### src/rtl/seq_divider64by32.sv
// seq_divider64by32: iterative restoring divider, 2*WIDTH-bit dividend by
// WIDTH-bit divisor, one quotient bit per clock, start/done handshake.
// Optional macro DIV_SIGNED_EN adds a two's-complement mode (is_signed=1)
// with a FIX cycle after the magnitude division.
module seq_divider64by32 #(
    parameter int unsigned WIDTH = 32
) (
    input  logic               clk,
    input  logic               rst,
    input  logic               start,
    input  logic [2*WIDTH-1:0] dividend,
    input  logic [WIDTH-1:0]   divisor,
    input  logic               is_signed,
    output logic               busy,
    output logic               done,
    output logic [WIDTH-1:0]   quotient,
    output logic [WIDTH-1:0]   remainder,
    output logic               div_by_zero,
    output logic               overflow
);

    localparam int unsigned CW = $clog2(WIDTH);

    typedef enum logic [1:0] {
        S_IDLE = 2'd0,
        S_RUN  = 2'd1,
`ifdef DIV_SIGNED_EN
        S_FIX  = 2'd2,
`endif
        S_DONE = 2'd3
    } state_t;

    state_t               state;
    logic [WIDTH:0]       part_rem;
    logic [WIDTH-1:0]     q_sr;
    logic [WIDTH-1:0]     dvsr;
    logic [CW-1:0]        cnt;

    logic                 accept;
    logic [2*WIDTH-1:0]   dvd_mag;
    logic [WIDTH-1:0]     dvs_mag;
    logic [WIDTH:0]       shifted;
    logic [WIDTH:0]       trial;
    logic                 q_bit;
    logic [WIDTH:0]       r_next;
    logic [WIDTH-1:0]     q_next;

`ifdef DIV_SIGNED_EN
    localparam logic [WIDTH-1:0] Q_MIN = {1'b1, {(WIDTH-1){1'b0}}};
    logic                 op_signed;
    logic                 sign_dvd;
    logic                 sign_dvs;
    logic                 neg_q;
    logic                 fix_ovf;
`else
    logic                 is_signed_unused;
    assign is_signed_unused = is_signed;
`endif

    assign accept = start && ((state == S_IDLE) || (state == S_DONE));

    // Operand magnitudes for the accept-edge pre-check and datapath load
    always_comb begin
        dvd_mag = dividend;
        dvs_mag = divisor;
`ifdef DIV_SIGNED_EN
        if (is_signed) begin
            if (dividend[2*WIDTH-1]) dvd_mag = -dividend;
            if (divisor[WIDTH-1])    dvs_mag = -divisor;
        end
`endif
    end

    // Restoring trial subtraction; bit WIDTH of the difference is the borrow
    always_comb begin
        shifted = {part_rem[WIDTH-1:0], q_sr[WIDTH-1]};
        trial   = shifted - {1'b0, dvsr};
        q_bit   = ~trial[WIDTH];
        r_next  = q_bit ? trial : shifted;
        q_next  = {q_sr[WIDTH-2:0], q_bit};
    end

`ifdef DIV_SIGNED_EN
    // Sign correction and signed-range check for the FIX cycle
    always_comb begin
        neg_q   = sign_dvd ^ sign_dvs;
        fix_ovf = (q_sr > Q_MIN) || ((q_sr == Q_MIN) && !neg_q);
    end
`endif

    // Control FSM with registered outputs and the iteration datapath
    always_ff @(posedge clk or posedge rst) begin
        if (rst) begin
            state       <= S_IDLE;
            busy        <= 1'b0;
            done        <= 1'b0;
            quotient    <= '0;
            remainder   <= '0;
            div_by_zero <= 1'b0;
            overflow    <= 1'b0;
            part_rem    <= '0;
            q_sr        <= '0;
            dvsr        <= '0;
            cnt         <= '0;
`ifdef DIV_SIGNED_EN
            op_signed   <= 1'b0;
            sign_dvd    <= 1'b0;
            sign_dvs    <= 1'b0;
`endif
        end else begin
            done <= 1'b0;
            if (accept) begin
                div_by_zero <= 1'b0;
                overflow    <= 1'b0;
                dvsr        <= dvs_mag;
`ifdef DIV_SIGNED_EN
                op_signed   <= is_signed;
                sign_dvd    <= is_signed & dividend[2*WIDTH-1];
                sign_dvs    <= is_signed & divisor[WIDTH-1];
`endif
                if (dvs_mag == '0) begin
                    div_by_zero <= 1'b1;
                    quotient    <= '1;
                    remainder   <= dividend[WIDTH-1:0];
                    state       <= S_DONE;
                    busy        <= 1'b0;
                    done        <= 1'b1;
                end else if (dvd_mag[2*WIDTH-1:WIDTH] >= dvs_mag) begin
                    overflow    <= 1'b1;
                    quotient    <= '1;
                    remainder   <= dividend[WIDTH-1:0];
                    state       <= S_DONE;
                    busy        <= 1'b0;
                    done        <= 1'b1;
                end else begin
                    part_rem    <= {1'b0, dvd_mag[2*WIDTH-1:WIDTH]};
                    q_sr        <= dvd_mag[WIDTH-1:0];
                    cnt         <= CW'(WIDTH - 1);
                    state       <= S_RUN;
                    busy        <= 1'b1;
                end
            end else begin
                case (state)
                    S_RUN: begin
                        part_rem <= r_next;
                        q_sr     <= q_next;
                        cnt      <= cnt - 1'b1;
                        if (cnt == '0) begin
`ifdef DIV_SIGNED_EN
                            if (op_signed) begin
                                state <= S_FIX;
                            end else
`endif
                            begin
                                quotient  <= q_next;
                                remainder <= r_next[WIDTH-1:0];
                                state     <= S_DONE;
                                busy      <= 1'b0;
                                done      <= 1'b1;
                            end
                        end
                    end
`ifdef DIV_SIGNED_EN
                    S_FIX: begin
                        if (fix_ovf) begin
                            overflow <= 1'b1;
                            quotient <= Q_MIN;
                        end else begin
                            quotient <= neg_q ? -q_sr : q_sr;
                        end
                        remainder <= sign_dvd ? -part_rem[WIDTH-1:0] : part_rem[WIDTH-1:0];
                        state     <= S_DONE;
                        busy      <= 1'b0;
                        done      <= 1'b1;
                    end
`endif
                    S_DONE:  state <= S_IDLE;
                    default: state <= S_IDLE;
                endcase
            end
        end
    end

endmodule

### config.mk
export PLATFORM = sky130hd
export DESIGN_NAME = seq_divider64by32
export DESIGN_NICKNAME = d
export VERILOG_FILES = /design/src/rtl/seq_divider64by32.sv
export SDC_FILE = /design/constraint.sdc
export NUM_CORES = 1
export LEC_CHECK = 0
export CAP_MARGIN = 40
export CORE_MARGIN = 2
export CORE_UTILIZATION = 55
export DETAILED_ROUTE_END_ITERATION = 12
export GPL_TIMING_DRIVEN = 0
export MAX_ROUTING_LAYER = met4
export PLACE_DENSITY = 0.82
export RECOVER_POWER = 100
export SYNTH_ARGS = -nofsm -noshare
export SYNTH_HDL_FRONTEND = slang
export SYNTH_SLANG_ARGS = --single-unit
### constraint.sdc
create_clock -name clk -period 6.5 [get_ports clk]
set_input_delay 0.65 -clock clk [delete_from_list [all_inputs] [get_ports clk]]
set_output_delay 0.65 -clock clk [all_outputs]
set_load 0.005 [all_outputs]
==> impl_results.rst <==
.. list-table::
   :header-rows: 1

   * - Metric
     - Value
   * - Result of the run
     - complete, but fails checks
   * - Violations in the final reports
     - capacitance limit, slew limit
   * - Overall overflow remaining after global route
     - 0
   * - Post-synthesis simple-gate area fraction
     - between 10% and 20%
   * - Global-route wire length before repair
     - 52.92 mm
   * - Total setup buffers inserted after CTS
     - 0
   * - Placed instance count
     - approximately 1,600
   * - Clock sink total
     - ~170
   * - Number of hold-slack violations in the final timing report
     - 0
   * - Number of maximum-capacitance constraint violations
     - 1
   * - Data arrival time of the critical path
     - 5.49 ns
   * - Required @ worst endpoint
     - just under 7 ns
   * - Syn_area_per_cell
     - 8.356 um^2
   * - Synth cell types
     - slightly above 70
   * - Number of instances in the synthesized netlist
     - between 1,000 and 1,500
   * - Placeable core area
     - 0.01864 mm^2
   * - Detail Route Antenna Nets
     - 0
   * - Post-synthesis xor/xnor area fraction
     - 2.754%
   * - Launch instance of the worst min-delay path
     - quotient[7]
   * - GR Util All Layers
     - 35.42%
   * - Final Critical Period
     - 5.138 ns
   * - Fraction of the mapped netlist area in adder cells
     - 8.250%
   * - Endpoint kind of the worst setup timing path
     - flip-flop
   * - Proportion of synthesized flip-flops having asynchronous set or reset
     - 100.0%
   * - Yosys reg bits
     - between 150 and 200
   * - Final weighted congestion of routability-driven global placement
     - a little under 1
   * - Achievable frequency
     - between 0.15 and 0.2 GHz
   * - WL final
     - between 30 and 40 mm
   * - Number of standard cells in the final layout excluding fillers
     - 1,679
   * - Relative slew slack
     - -136.6%
   * - Number of nets produced by synthesis
     - ~1,400
   * - Post-synthesis sequential area ratio
     - 41.13%
   * - Violation count after the first detailed-routing iteration
     - 955
   * - Fraction of the mapped netlist area in compound gates
     - between 20% and 30%
   * - Clock tree from TritonCTS
     - done
   * - Mux cell area share after synthesis
     - 0.2886%
   * - # port buffers
     - 166
   * - Worst Setup Start Kind
     - input port
   * - Die area
     - roughly 0.020 mm^2
   * - IO Count
     - around 170
   * - HPWL after DPL
     - ~26 mm
   * - Final setup skew
     - approximately 0.012 ns
   * - Die outline width
     - 141.5 um
   * - Final nets
     - 1,600
   * - Count of vias placed by the detailed router
     - 10,170
   * - Routed wirelength normalized by instance count
     - 20.27 um
   * - Largest net degree at the start of global routing
     - 95
   * - Crit Path Max Fanout
     - 10
   * - Proportion of layout cells with a drive suffix above 1
     - 5.606%
   * - Main combinational cell family by area after synthesis
     - compound AO/OA/AOI/OAI gates
   * - Number of resized instances in the post-cts repair step
     - 0
   * - Chip height
     - 141.5 um
   * - Fill count
     - 1,548
   * - Root Buffer Master
     - clkbuf_16
   * - DRC violations left
     - 0
   * - Htree depth
     - 4
   * - Number of placement rows
     - 50
   * - Critical path type
     - in -> reg
   * - Starting Density
     - 55.81%
   * - Count of final setup violators
     - 0
   * - Count of hold-fix buffers inserted at cts
     - 0
   * - Leading register cell type out of synthesis
     - dfrtp_1
   * - Layout overhead on the synthesized area
     - 24.11%
   * - EDFF count, synth
     - 0
   * - Worst min-delay path class
     - reg -> reg
   * - Yosys Warn Count
     - 0
   * - Number of antenna violations at the first check in global routing
     - 0
   * - RSZ-0062 raised after global routing
     - false
   * - Number of clock buffers inserted by TritonCTS
     - 17
   * - Largest buffer count on any clock path
     - 2
   * - Vias in the first global route
     - 9,928
   * - Number of diodes added for antenna fixing
     - 0
   * - Worst Tran Pin Value
     - 3.529 ns
   * - Post-synthesis instance area
     - 0.01040 mm^2
   * - Insertion delay to the later sink of the worst-skew pair
     - roughly 0.44 ns
   * - Crit path from
     - divisor[15]
   * - Critical register-to-register path startpoint
     - state[0]
   * - Slew Viols, Final
     - 78
   * - Pre-antenna DRT Iters
     - 5
   * - DR vias/cell
     - 6.057
   * - Tcrit/Tclk final
     - 79.05%
   * - Clock Pin Slew Worst Setup and Hold Paths
     - 0.07 ns
-- metrics by stage --
| stage | utilization (%) | hold WS (ns) | setup slack (ns) | TNS, ns | area [um^2] |
|---|---|---|---|---|---|
| after floorplan | - | 0.4497 | 1.218 | 0 | 10400 |
| after global placement | 66.29 | 0.4619 | -1.063 | -179.74 | 12360 |
| after detailed placement | 66.50 | 0.4706 | 2.184 | 0 | 12400 |
| after CTS | 69.59 | 0.4872 | 2.618 | 0 | 12970 |
| after global routing | 69.26 | 0.4942 | 1.257 | 0 | 12910 |
| final | 69.26 | 0.4780 | 1.362 | 0 | 12910 |
-- kinds of logic after synthesis --
logic type / Yosys count
AOI/OAI and AO/OA: 359
xor gates and xnor gates: 31
adders and majority gates: 68
buffers and inverters: 149
DFF: 171
muxes: 3
and+or+nand+nor: 464
-- flip-flops by register name, indices dropped and copies added (netlist names) --
name	flops
state	2
dvsr	32
overflow	1
cnt	5
remainder	32
part_rem	32
done	1
q_sr	32
quotient	32
div_by_zero	1
busy	1
-- cell usage after synthesis, types with 3 or more instances --
master,count,area [um^2]
buf_4,4,30.03
a21o_1,10,75.07
buf_6,3,33.78
xor2_1,12,105.1
and2_1,3,18.77
and3_1,4,25.02
nand3_1,14,70.07
inv_1,77,289.0
or3_1,7,43.79
o31ai_2,12,150.1
o31ai_1,4,30.03
ha_1,67,838.3
buf_2,24,120.1
o221ai_1,7,61.31
a22o_1,15,131.4
mux2i_1,3,30.03
xnor2_1,17,148.9
a31oi_1,45,281.5
buf_1,3,11.26
nand4_1,13,81.33
a211oi_1,10,75.07
dfrtp_1,171,4279
nor4_1,11,68.82
nand2_1,223,837.1
nor3_1,10,50.05
o21ai_1,8,40.04
a211oi_2,12,150.1
nand2b_1,11,68.82
o21ai_0,112,560.5
o22ai_1,3,18.77
clkbuf_1,36,135.1
a21oi_2,3,26.28
a21oi_1,69,345.3
o21a_1,5,37.54
o211ai_1,14,105.1
nor2_1,160,600.6
-- worst max-delay path, stage by stage --
cell           delay, ns
dlygate4sd3_1       0.68
inv_1               0.08
ha_1                0.33
a211oi_1            0.29
o21ai_0             0.23
a211oi_1            0.29
o21ai_0             0.19
a311oi_1            0.76
or3_1               0.21
clkbuf_1            0.29
clkbuf_1            0.60
clkbuf_1            0.63
nor2_1              0.09
a31oi_1             0.17
-- metal layers --
| layer | GRT usage, % | wire length, um |
|---|---|---|
| met4 | 14.47 | 1417 |
| met3 | 6.412 | 3028 |
| met5 | - | 0 |
| met2 | 56.77 | 15870 |
| met1 | 44.74 | 13710 |
-- path summary, 6_finish.rpt --
path,end,slack (ns),depth (start not counted)
max,cnt[1],1.36,14
min,quotient[7],0.48,2
max reg2reg,cnt[1],2.36,11
min reg2reg,quotient[7],0.48,2
max in group asynchronous,remainder[5],3.19,2
min in group asynchronous,quotient[12],1.69,2
-- cell usage in the layout, fill, tap and decap left out, types with 4 or more instances in the layout --
master and count:
nand2_1 223, dfrtp_1 171, or3_1 7, clkbuf_16 17
a31oi_1 45, dlygate4sd3_1 71, a211oi_2 12, a21o_1 10
nor2_1 160, clkbuf_1 59, o31ai_1 8, nand2b_1 11
xnor2_1 17, inv_1 76, buf_2 7, o211ai_1 14
o31ai_2 8, a22o_1 15, xor2_1 12, a211oi_1 10
and3_1 4, inv_8 5, clkdlybuf4s50_1 95, a21oi_1 69
ha_1 67, o21ai_1 6, nand3_1 14, o21ai_0 114
o221ai_1 7, nand4_1 13, nor4_1 11, nor3_1 10
o21a_1 5
-- cell type report --
class	count	area (um^2)	share of cell area (%)
Buffer	72	321.6	2.490
Clock buffer	18	429.2	3.324
Clock inverter	14	147.6	1.143
Inverter	77	290.3	2.248
Multi-Input combinational cell	925	5459	42.28
Sequential cell	171	4279	33.14
Tap cell	234	292.8	2.267
Timing Repair Buffer	168	1693	13.11
Power is left out: the tool's default activity adds up to more than one toggle a clock period on the data nets, which glitch-free logic cannot reach.
